===== src/rtl/hyper_cmd_bridge.sv =====
// Bridges 5-byte UART command frames to the HyperRAM controller.
// Each frame gets exactly one 4-byte response, sent MSB first.
module hyper_cmd_bridge #(
  parameter int unsigned BYTE_TIMEOUT = 240000,
  parameter int unsigned MEM_TIMEOUT  = 1024,
  parameter logic [31:0] CONST_VALUE  = 32'd259
) (
  input  logic        clk,
  input  logic        reset,
  input  logic [7:0]  rx_data,
  input  logic        rx_valid,
  output logic [7:0]  tx_data,
  output logic        tx_start,
  input  logic        tx_ready,
  output logic        mem_rd_req,
  output logic        mem_wr_req,
  output logic [31:0] mem_addr,
  output logic [31:0] mem_wr_d,
  input  logic [31:0] mem_rd_d,
  input  logic        mem_rd_rdy,
  input  logic        mem_busy,
  output logic        cmd_active,
  output logic        overrun,
  output logic        timeout_err
);

  localparam int unsigned BT_W = $clog2(BYTE_TIMEOUT + 1);
  localparam int unsigned MT_W = $clog2(MEM_TIMEOUT + 1);

  typedef enum logic [2:0] {
    S_RX, S_EXEC, S_MEM_REQ, S_MEM_WAIT,
    S_TX_LOAD, S_TX_START, S_TX_WAIT_LOW, S_TX_WAIT_HIGH
  } state_t;

  state_t      state_q, state_d;
  logic [39:0] frame_q, frame_d;
  logic [2:0]  byte_cnt_q, byte_cnt_d;
  logic [BT_W-1:0] to_cnt_q, to_cnt_d;
  logic [MT_W-1:0] mem_cnt_q, mem_cnt_d;
  logic [31:0] mem_addr_q, mem_addr_d;
  logic [31:0] mem_wr_d_q, mem_wr_d_d;
  logic [31:0] rd_hold_q, rd_hold_d;
  logic [31:0] op_cnt_q, op_cnt_d;
  logic [31:0] resp_q, resp_d;
  logic [31:0] tx_shift_q, tx_shift_d;
  logic [2:0]  tx_cnt_q, tx_cnt_d;
  logic [7:0]  tx_data_q, tx_data_d;
  logic        tx_start_q, tx_start_d;
  logic        mem_rd_req_q, mem_rd_req_d;
  logic        mem_wr_req_q, mem_wr_req_d;
  logic        cmd_active_q, cmd_active_d;
  logic        overrun_q, overrun_d;
  logic        timeout_err_q, timeout_err_d;
  logic        is_rd_q, is_rd_d;
  logic        busy_seen_q, busy_seen_d;
  logic        rdy_seen_q, rdy_seen_d;
  logic        mem_done_c;

  assign tx_data     = tx_data_q;
  assign tx_start    = tx_start_q;
  assign mem_rd_req  = mem_rd_req_q;
  assign mem_wr_req  = mem_wr_req_q;
  assign mem_addr    = mem_addr_q;
  assign mem_wr_d    = mem_wr_d_q;
  assign cmd_active  = cmd_active_q;
  assign overrun     = overrun_q;
  assign timeout_err = timeout_err_q;

  // Write completes on busy high-then-low; read on rd_rdy (now or earlier) with busy low.
  assign mem_done_c = is_rd_q ? ((rdy_seen_q || mem_rd_rdy) && !mem_busy)
                              : (busy_seen_q && !mem_busy);

  always_comb begin
    state_d       = state_q;
    frame_d       = frame_q;
    byte_cnt_d    = byte_cnt_q;
    to_cnt_d      = to_cnt_q;
    mem_cnt_d     = mem_cnt_q;
    mem_addr_d    = mem_addr_q;
    mem_wr_d_d    = mem_wr_d_q;
    rd_hold_d     = rd_hold_q;
    op_cnt_d      = op_cnt_q;
    resp_d        = resp_q;
    tx_shift_d    = tx_shift_q;
    tx_cnt_d      = tx_cnt_q;
    tx_data_d     = tx_data_q;
    tx_start_d    = 1'b0;
    mem_rd_req_d  = 1'b0;
    mem_wr_req_d  = 1'b0;
    cmd_active_d  = cmd_active_q;
    overrun_d     = overrun_q;
    timeout_err_d = timeout_err_q;
    is_rd_d       = is_rd_q;
    busy_seen_d   = busy_seen_q;
    rdy_seen_d    = rdy_seen_q;

    // Bytes arriving while a command is in flight are dropped.
    if (rx_valid && cmd_active_q) overrun_d = 1'b1;

    case (state_q)
      S_RX: begin
        if (rx_valid) begin
          frame_d  = {frame_q[31:0], rx_data};
          to_cnt_d = '0;
          if (byte_cnt_q == 3'd4) begin
            byte_cnt_d   = 3'd0;
            cmd_active_d = 1'b1;
            state_d      = S_EXEC;
          end else begin
            byte_cnt_d = byte_cnt_q + 3'd1;
          end
        end else if (byte_cnt_q != 3'd0) begin
          if (to_cnt_q == BT_W'(BYTE_TIMEOUT - 1)) begin
            byte_cnt_d = 3'd0;
            to_cnt_d   = '0;
          end else begin
            to_cnt_d = to_cnt_q + BT_W'(1);
          end
        end
      end

      S_EXEC: begin
        state_d = S_TX_LOAD;
        case (frame_q[39:32])
          8'h01: begin mem_addr_d = frame_q[31:0]; resp_d = frame_q[31:0]; end
          8'h02: begin mem_wr_d_d = frame_q[31:0]; resp_d = frame_q[31:0]; end
          8'h03: begin is_rd_d = 1'b0; state_d = S_MEM_REQ; end
          8'h04: resp_d = rd_hold_q;
          8'h05: begin is_rd_d = 1'b1; state_d = S_MEM_REQ; end
          8'h06: begin resp_d = op_cnt_q; op_cnt_d = op_cnt_q + 32'd1; end
          8'h07: resp_d = CONST_VALUE;
          default: resp_d = 32'hFFFF_FFFF;
        endcase
      end

      S_MEM_REQ: begin
        if (!mem_busy) begin
          mem_rd_req_d = is_rd_q;
          mem_wr_req_d = !is_rd_q;
          mem_cnt_d    = '0;
          busy_seen_d  = 1'b0;
          rdy_seen_d   = 1'b0;
          state_d      = S_MEM_WAIT;
        end
      end

      S_MEM_WAIT: begin
        mem_cnt_d = mem_cnt_q + MT_W'(1);
        if (mem_busy) busy_seen_d = 1'b1;
        if (is_rd_q && mem_rd_rdy) begin
          rd_hold_d  = mem_rd_d;
          rdy_seen_d = 1'b1;
        end
        if (mem_done_c) begin
          resp_d  = is_rd_q ? (mem_rd_rdy ? mem_rd_d : rd_hold_q) : 32'h3;
          state_d = S_TX_LOAD;
        end else if (mem_cnt_q == MT_W'(MEM_TIMEOUT - 1)) begin
          resp_d        = 32'hDEAD_DEAD;
          timeout_err_d = 1'b1;
          rd_hold_d     = rd_hold_q;
          state_d       = S_TX_LOAD;
        end
      end

      S_TX_LOAD: begin
        tx_shift_d = resp_q;
        tx_cnt_d   = 3'd4;
        state_d    = S_TX_START;
      end

      S_TX_START: begin
        if (tx_ready) begin
          tx_data_d  = tx_shift_q[31:24];
          tx_start_d = 1'b1;
          state_d    = S_TX_WAIT_LOW;
        end
      end

      S_TX_WAIT_LOW: begin
        if (!tx_ready) state_d = S_TX_WAIT_HIGH;
      end

      S_TX_WAIT_HIGH: begin
        if (tx_ready) begin
          tx_shift_d = {tx_shift_q[23:0], 8'h00};
          tx_cnt_d   = tx_cnt_q - 3'd1;
          if (tx_cnt_q == 3'd1) begin
            cmd_active_d = 1'b0;
            state_d      = S_RX;
          end else begin
            state_d = S_TX_START;
          end
        end
      end

      default: state_d = S_RX;
    endcase
  end

  always_ff @(posedge clk) begin
    if (reset) begin
      state_q       <= S_RX;
      frame_q       <= '0;
      byte_cnt_q    <= '0;
      to_cnt_q      <= '0;
      mem_cnt_q     <= '0;
      mem_addr_q    <= '0;
      mem_wr_d_q    <= '0;
      rd_hold_q     <= '0;
      op_cnt_q      <= '0;
      resp_q        <= '0;
      tx_shift_q    <= '0;
      tx_cnt_q      <= '0;
      tx_data_q     <= '0;
      tx_start_q    <= 1'b0;
      mem_rd_req_q  <= 1'b0;
      mem_wr_req_q  <= 1'b0;
      cmd_active_q  <= 1'b0;
      overrun_q     <= 1'b0;
      timeout_err_q <= 1'b0;
      is_rd_q       <= 1'b0;
      busy_seen_q   <= 1'b0;
      rdy_seen_q    <= 1'b0;
    end else begin
      state_q       <= state_d;
      frame_q       <= frame_d;
      byte_cnt_q    <= byte_cnt_d;
      to_cnt_q      <= to_cnt_d;
      mem_cnt_q     <= mem_cnt_d;
      mem_addr_q    <= mem_addr_d;
      mem_wr_d_q    <= mem_wr_d_d;
      rd_hold_q     <= rd_hold_d;
      op_cnt_q      <= op_cnt_d;
      resp_q        <= resp_d;
      tx_shift_q    <= tx_shift_d;
      tx_cnt_q      <= tx_cnt_d;
      tx_data_q     <= tx_data_d;
      tx_start_q    <= tx_start_d;
      mem_rd_req_q  <= mem_rd_req_d;
      mem_wr_req_q  <= mem_wr_req_d;
      cmd_active_q  <= cmd_active_d;
      overrun_q     <= overrun_d;
      timeout_err_q <= timeout_err_d;
      is_rd_q       <= is_rd_d;
      busy_seen_q   <= busy_seen_d;
      rdy_seen_q    <= rdy_seen_d;
    end
  end

endmodule

===== config.mk =====
export PLATFORM = sky130hd
export DESIGN_NAME = hyper_cmd_bridge
export DESIGN_NICKNAME = d
export VERILOG_FILES = /design/src/rtl/hyper_cmd_bridge.sv
export SDC_FILE = /design/constraint.sdc
export NUM_CORES = 1
export LEC_CHECK = 0
export BUFFER_PORTS_ARGS = -buffer_cell sky130_fd_sc_hd__buf_4
export CORE_AREA = 2 2 230 232
export DETAILED_ROUTE_END_ITERATION = 10
export DIE_AREA = 0 0 232 234
export SLEW_MARGIN = 20
export SYNTH_ARGS = -nofsm -noshare
export SYNTH_HDL_FRONTEND = slang
export SYNTH_SLANG_ARGS = --single-unit

===== constraint.sdc =====
create_clock -name clk -period 3.4 [get_ports clk]
set_clock_uncertainty 0.15 [all_clocks]
set_input_delay 0.68 -clock clk [delete_from_list [all_inputs] [get_ports clk]]
set_output_delay 0.68 -clock clk [all_outputs]
set_load 0.02 [all_outputs]

==> load_flow_metrics.sql <==
INSERT INTO impl_metrics (metric_group, metric, value, unit) VALUES
('drt', 'post_drt_wl_per_cell', '17.39', 'um'),
('global_route', 'grt_util_all_layers', '0.1450', ''),
('status', 'status', 'finished clean', ''),
('placement', 'placed_cells_incl_taps', '2272', ''),
('drt', 'drc_errors', '0', ''),
('timing', 'timing_hold_violations_final', '0', ''),
('clock_tree', 'cts_resized', '0', ''),
('synthesis', 'synth_xor_area_frac', '0.02189', ''),
('synthesis', 'synthDistinctLibCells', '60', ''),
('setup_path', 'worstPathArrival', '3.02', 'ns'),
('drt', 'via_per_inst', '4.882', ''),
('floorplan', 'io_pins', '124', ''),
('clock_tree', 'register_clock_pin_slew_on_the_reported_worst_setup_and_hold_paths', '0.06', 'ns'),
('global_route', 'number_of_global_route_vias_before_repair', '10601', ''),
('clock_tree', 'cts_hold_buf', '0', ''),
('clock_tree', 'clock_insertion_delay_worst_skew', '0.53', 'ns'),
('cells_and_area', 'core_utilization_of_the_finished_layout', '0.2973', ''),
('synthesis', 'proportion_of_synthesized_flip_flops_having_asynchronous_set_or_reset', '0', ''),
('global_route', 'grt_pass1_wl', '62.00', 'mm'),
('setup_path', 'worst-path-buf-inv', '1', ''),
('power', 'pwr_density_cell', '506.2', 'nW/um2'),
('drt', 'detail_route.wirelength', '40.57', 'mm'),
('setup_path', 'regToRegSetupSlack', '0.59', 'ns'),
('power', 'seq_power_share', '0.458', ''),
('clock_tree', 'tritoncts_clock_tree', 'yes', ''),
('synthesis', 'yosysWarnings', '0', ''),
('synthesis', 'top_area_cell_type_share_of_the_netlist_area', '0.4488', ''),
('synthesis', 'post_synth_inst_count', '1563', ''),
('power', 'clock_group_share_of_total_power', '0.471', ''),
('power', 'power.share.combinational', '0.071', ''),
('drt', 'antenna_violating_nets_post_route', '0', ''),
('job', 'timing.max_cap.violations', '0', ''),
('clock_tree', 'clk_path_buf_depth', '3', ''),
('timing', 'fin_tns_setup', '0', 'ns'),
('setup_path', 'crit_required', '3.61', 'ns'),
('setup_path', 'start_kind', 'register', ''),
('synthesis', 'synth_seq_cells', '287', ''),
('synthesis', 'synth_adder_area_share', '0.006841', ''),
('synthesis', 'synth_simple_gate_area_share', '0.2232', ''),
('drt', 'wl_met2', '17.55', 'mm'),
('drt', 'route.vias.total', '11390', ''),
('clock_tree', 'cts_inserted_buffers', '34', ''),
('setup_path', 'crit_type', 'reg2reg', ''),
('clock_tree', 'cts_setup_buffers', '0', ''),
('global_route', 'grt-ovfl-total', '0', ''),
('global_route', 'grt_antenna_before_repair', '0', ''),
('timing', 'finalCriticalPeriod', '2.810', 'ns'),
('power', 'worst_ir_drop_vdd', '0.2958', 'mV'),
('cells_and_area', 'layoutNonFillerInstCount', '2333', ''),
('timing', 'achievable-frequency', '0.3559', 'GHz'),
('synthesis', 'synthTopCellsByArea', 'sky130_fd_sc_hd__dfxtp_1 45%, sky130_fd_sc_hd__nand2_1 9.4%, sky130_fd_sc_hd__a21oi_1 6.4%', ''),
('floorplan', 'die_w', '232', 'um'),
('setup_path', 'crit_path_cell_trace', 'clkinv_1 -> and2_0 -> a22o_1 -> o311ai_0 -> a21oi_1', ''),
('synthesis', 'dominantRegCellSynth', 'sky130_fd_sc_hd__dfxtp_1', ''),
('clock_tree', 'clock_net_sink_count', '287', ''),
('floorplan', 'row_count', '84', ''),
('timing', 'maxSlewViolCount', '0', ''),
('cells_and_area', 'antenna_cells', '0', ''),
('min_path', 'holdCritPathClass', 'in2reg', ''),
('cells_and_area', 'layout_commonest_cell', 'sky130_fd_sc_hd__nand2_1', ''),
('floorplan', 'die_area', '54290', 'um2'),
('placement', 'place_hpwl', '28.10', 'mm'),
('cells_and_area', 'layout.cells.most_common_list', '320 x sky130_fd_sc_hd__nand2_1, 286 x sky130_fd_sc_hd__dfxtp_1, 163 x sky130_fd_sc_hd__a21oi_1', ''),
('setup_path', 'timing.critical_path.max_delay_family', 'compound AO/OA/AOI/OAI gates', ''),
('setup_path', 'crit_path_end_kind', 'register', ''),
('clock_tree', 'root_buffer', 'sky130_fd_sc_hd__clkbuf_16', ''),
('synthesis', 'number_of_enable_type_register_cells_in_the_synthesized_netlist', '0', ''),
('synthesis', 'post_synth_mux_area_share', '0.07369', ''),
('timing', 'worstMarginPinSlew', '1.117', 'ns'),
('power', 'cellInternalPower', '0.005909', 'W'),
('placement', 'port_buffers', '123', '');
[through the flow]
stage	instance area, um2	worst slack [ns]	power [W]	hold WS (ns)
floorplan	12800	0.8852	0.003985	0.2822
global placement	14350	0.7126	0.004200	0.2945
detailed placement	14350	0.6499	0.004211	0.2972
CTS	15470	0.6502	0.007908	0.2439
global route	15470	0.4326	0.008110	0.2547
finish	15470	0.5902	0.007830	0.2596
[cell type report]
class / count / area [um2]
Timing Repair Buffer: 147 / 1135
Fill cell: 5515 / 36560
Sequential cell: 287 / 5747
Multi-Input combinational cell: 1131 / 6534
Clock inverter: 9 / 130.1
Inverter: 19 / 71.32
Tap cell: 688 / 860.8
Clock buffer: 52 / 989.7
[Yosys cell counts, types with 2 or more instances]
cell / n
sky130_fd_sc_hd__a2111oi_0: 22
sky130_fd_sc_hd__a211oi_1: 23
sky130_fd_sc_hd__a21o_1: 2
sky130_fd_sc_hd__a21oi_1: 163
sky130_fd_sc_hd__a22oi_1: 10
sky130_fd_sc_hd__a2bb2oi_1: 8
sky130_fd_sc_hd__a311oi_1: 25
sky130_fd_sc_hd__and2_1: 7
sky130_fd_sc_hd__and3_1: 5
sky130_fd_sc_hd__and4_1: 9
sky130_fd_sc_hd__buf_1: 3
sky130_fd_sc_hd__buf_2: 6
sky130_fd_sc_hd__clkbuf_1: 117
sky130_fd_sc_hd__dfxtp_1: 287
sky130_fd_sc_hd__ha_1: 7
sky130_fd_sc_hd__inv_1: 18
sky130_fd_sc_hd__mux2_2: 26
sky130_fd_sc_hd__mux2i_1: 65
sky130_fd_sc_hd__nand2_1: 320
sky130_fd_sc_hd__nand2b_1: 12
sky130_fd_sc_hd__nand3_1: 27
sky130_fd_sc_hd__nand3b_1: 22
sky130_fd_sc_hd__nand4_1: 15
sky130_fd_sc_hd__nand4b_1: 3
sky130_fd_sc_hd__nor2_1: 127
sky130_fd_sc_hd__nor2b_1: 4
sky130_fd_sc_hd__nor3_1: 29
sky130_fd_sc_hd__nor3b_1: 4
sky130_fd_sc_hd__nor4_1: 12
sky130_fd_sc_hd__o21a_1: 2
sky130_fd_sc_hd__o21ai_0: 58
sky130_fd_sc_hd__o21ai_1: 3
sky130_fd_sc_hd__o21bai_1: 2
sky130_fd_sc_hd__o22a_1: 9
sky130_fd_sc_hd__o311ai_0: 11
sky130_fd_sc_hd__o31ai_1: 23
sky130_fd_sc_hd__or2_2: 2
sky130_fd_sc_hd__or3_1: 21
sky130_fd_sc_hd__or4_1: 3
sky130_fd_sc_hd__xnor2_1: 29
sky130_fd_sc_hd__xor2_1: 3
[flip-flops by register name (all words and copies together), names as in the netlist, 3 cells and up]
| name | cells |
|---|---|
| byte_cnt_q | 3 |
| mem_wr_d | 32 |
| tx_cnt_q | 3 |
| tx_shift_q | 32 |
| rd_hold_q | 32 |
| frame_q | 40 |
| mem_cnt_q | 11 |
| resp_q | 32 |
| op_cnt_q | 32 |
| to_cnt_q | 18 |
| mem_addr | 32 |
| tx_data | 8 |
| state_q | 3 |
[worst min-delay path, stage by stage]
cell and delay [ns]:
sky130_fd_sc_hd__buf_4 0.09, sky130_fd_sc_hd__mux2i_1 0.06, sky130_fd_sc_hd__nor2_1 0.07
[logic make-up (layout without fill, tap and decap cells)]
group / count (synthesis) / count (layout)
and+or+nand+nor: 630 / 630
AOI/OAI and AO/OA: 371 / 371
DFF: 287 / 287
buffers and inverters: 145 / 227
muxes: 91 / 91
xor gates and xnor gates: 32 / 32
adders and majority gates: 7 / 7
[power by group through the flow]
| stage | clock network [W] | registers (W) | logic [W] |
|---|---|---|---|
| after floorplan | 0 | 0.00360 | 0.000389 |
| after global placement | 0 | 0.00366 | 0.000541 |
| after detailed placement | 0 | 0.00366 | 0.000552 |
| after CTS | 0.00377 | 0.00359 | 0.000555 |
| after global routing | 0.00389 | 0.00360 | 0.000617 |
| final | 0.00369 | 0.00359 | 0.000555 |
[path summary, 6_finish.rpt]
kind | startpoint | to | cells after the start
max | frame_q[34] | resp_q[0] | 5
min | mem_rd_d[19] | rd_hold_q[19] | 3
max reg2reg | frame_q[34] | resp_q[0] | 5
min reg2reg | resp_q[13] | resp_q[13] | 2
[routing by layer]
| layer | track usage | vias up |
|---|---|---|
| li1 | - | 5618 |
| met4 | 0.04287 | 0 |
| met5 | 0 | - |
| met1 | 0.2094 | 5383 |
| met2 | 0.2196 | 341 |
| met3 | 0.02481 | 48 |
Power figures use the tool's default switching activity.
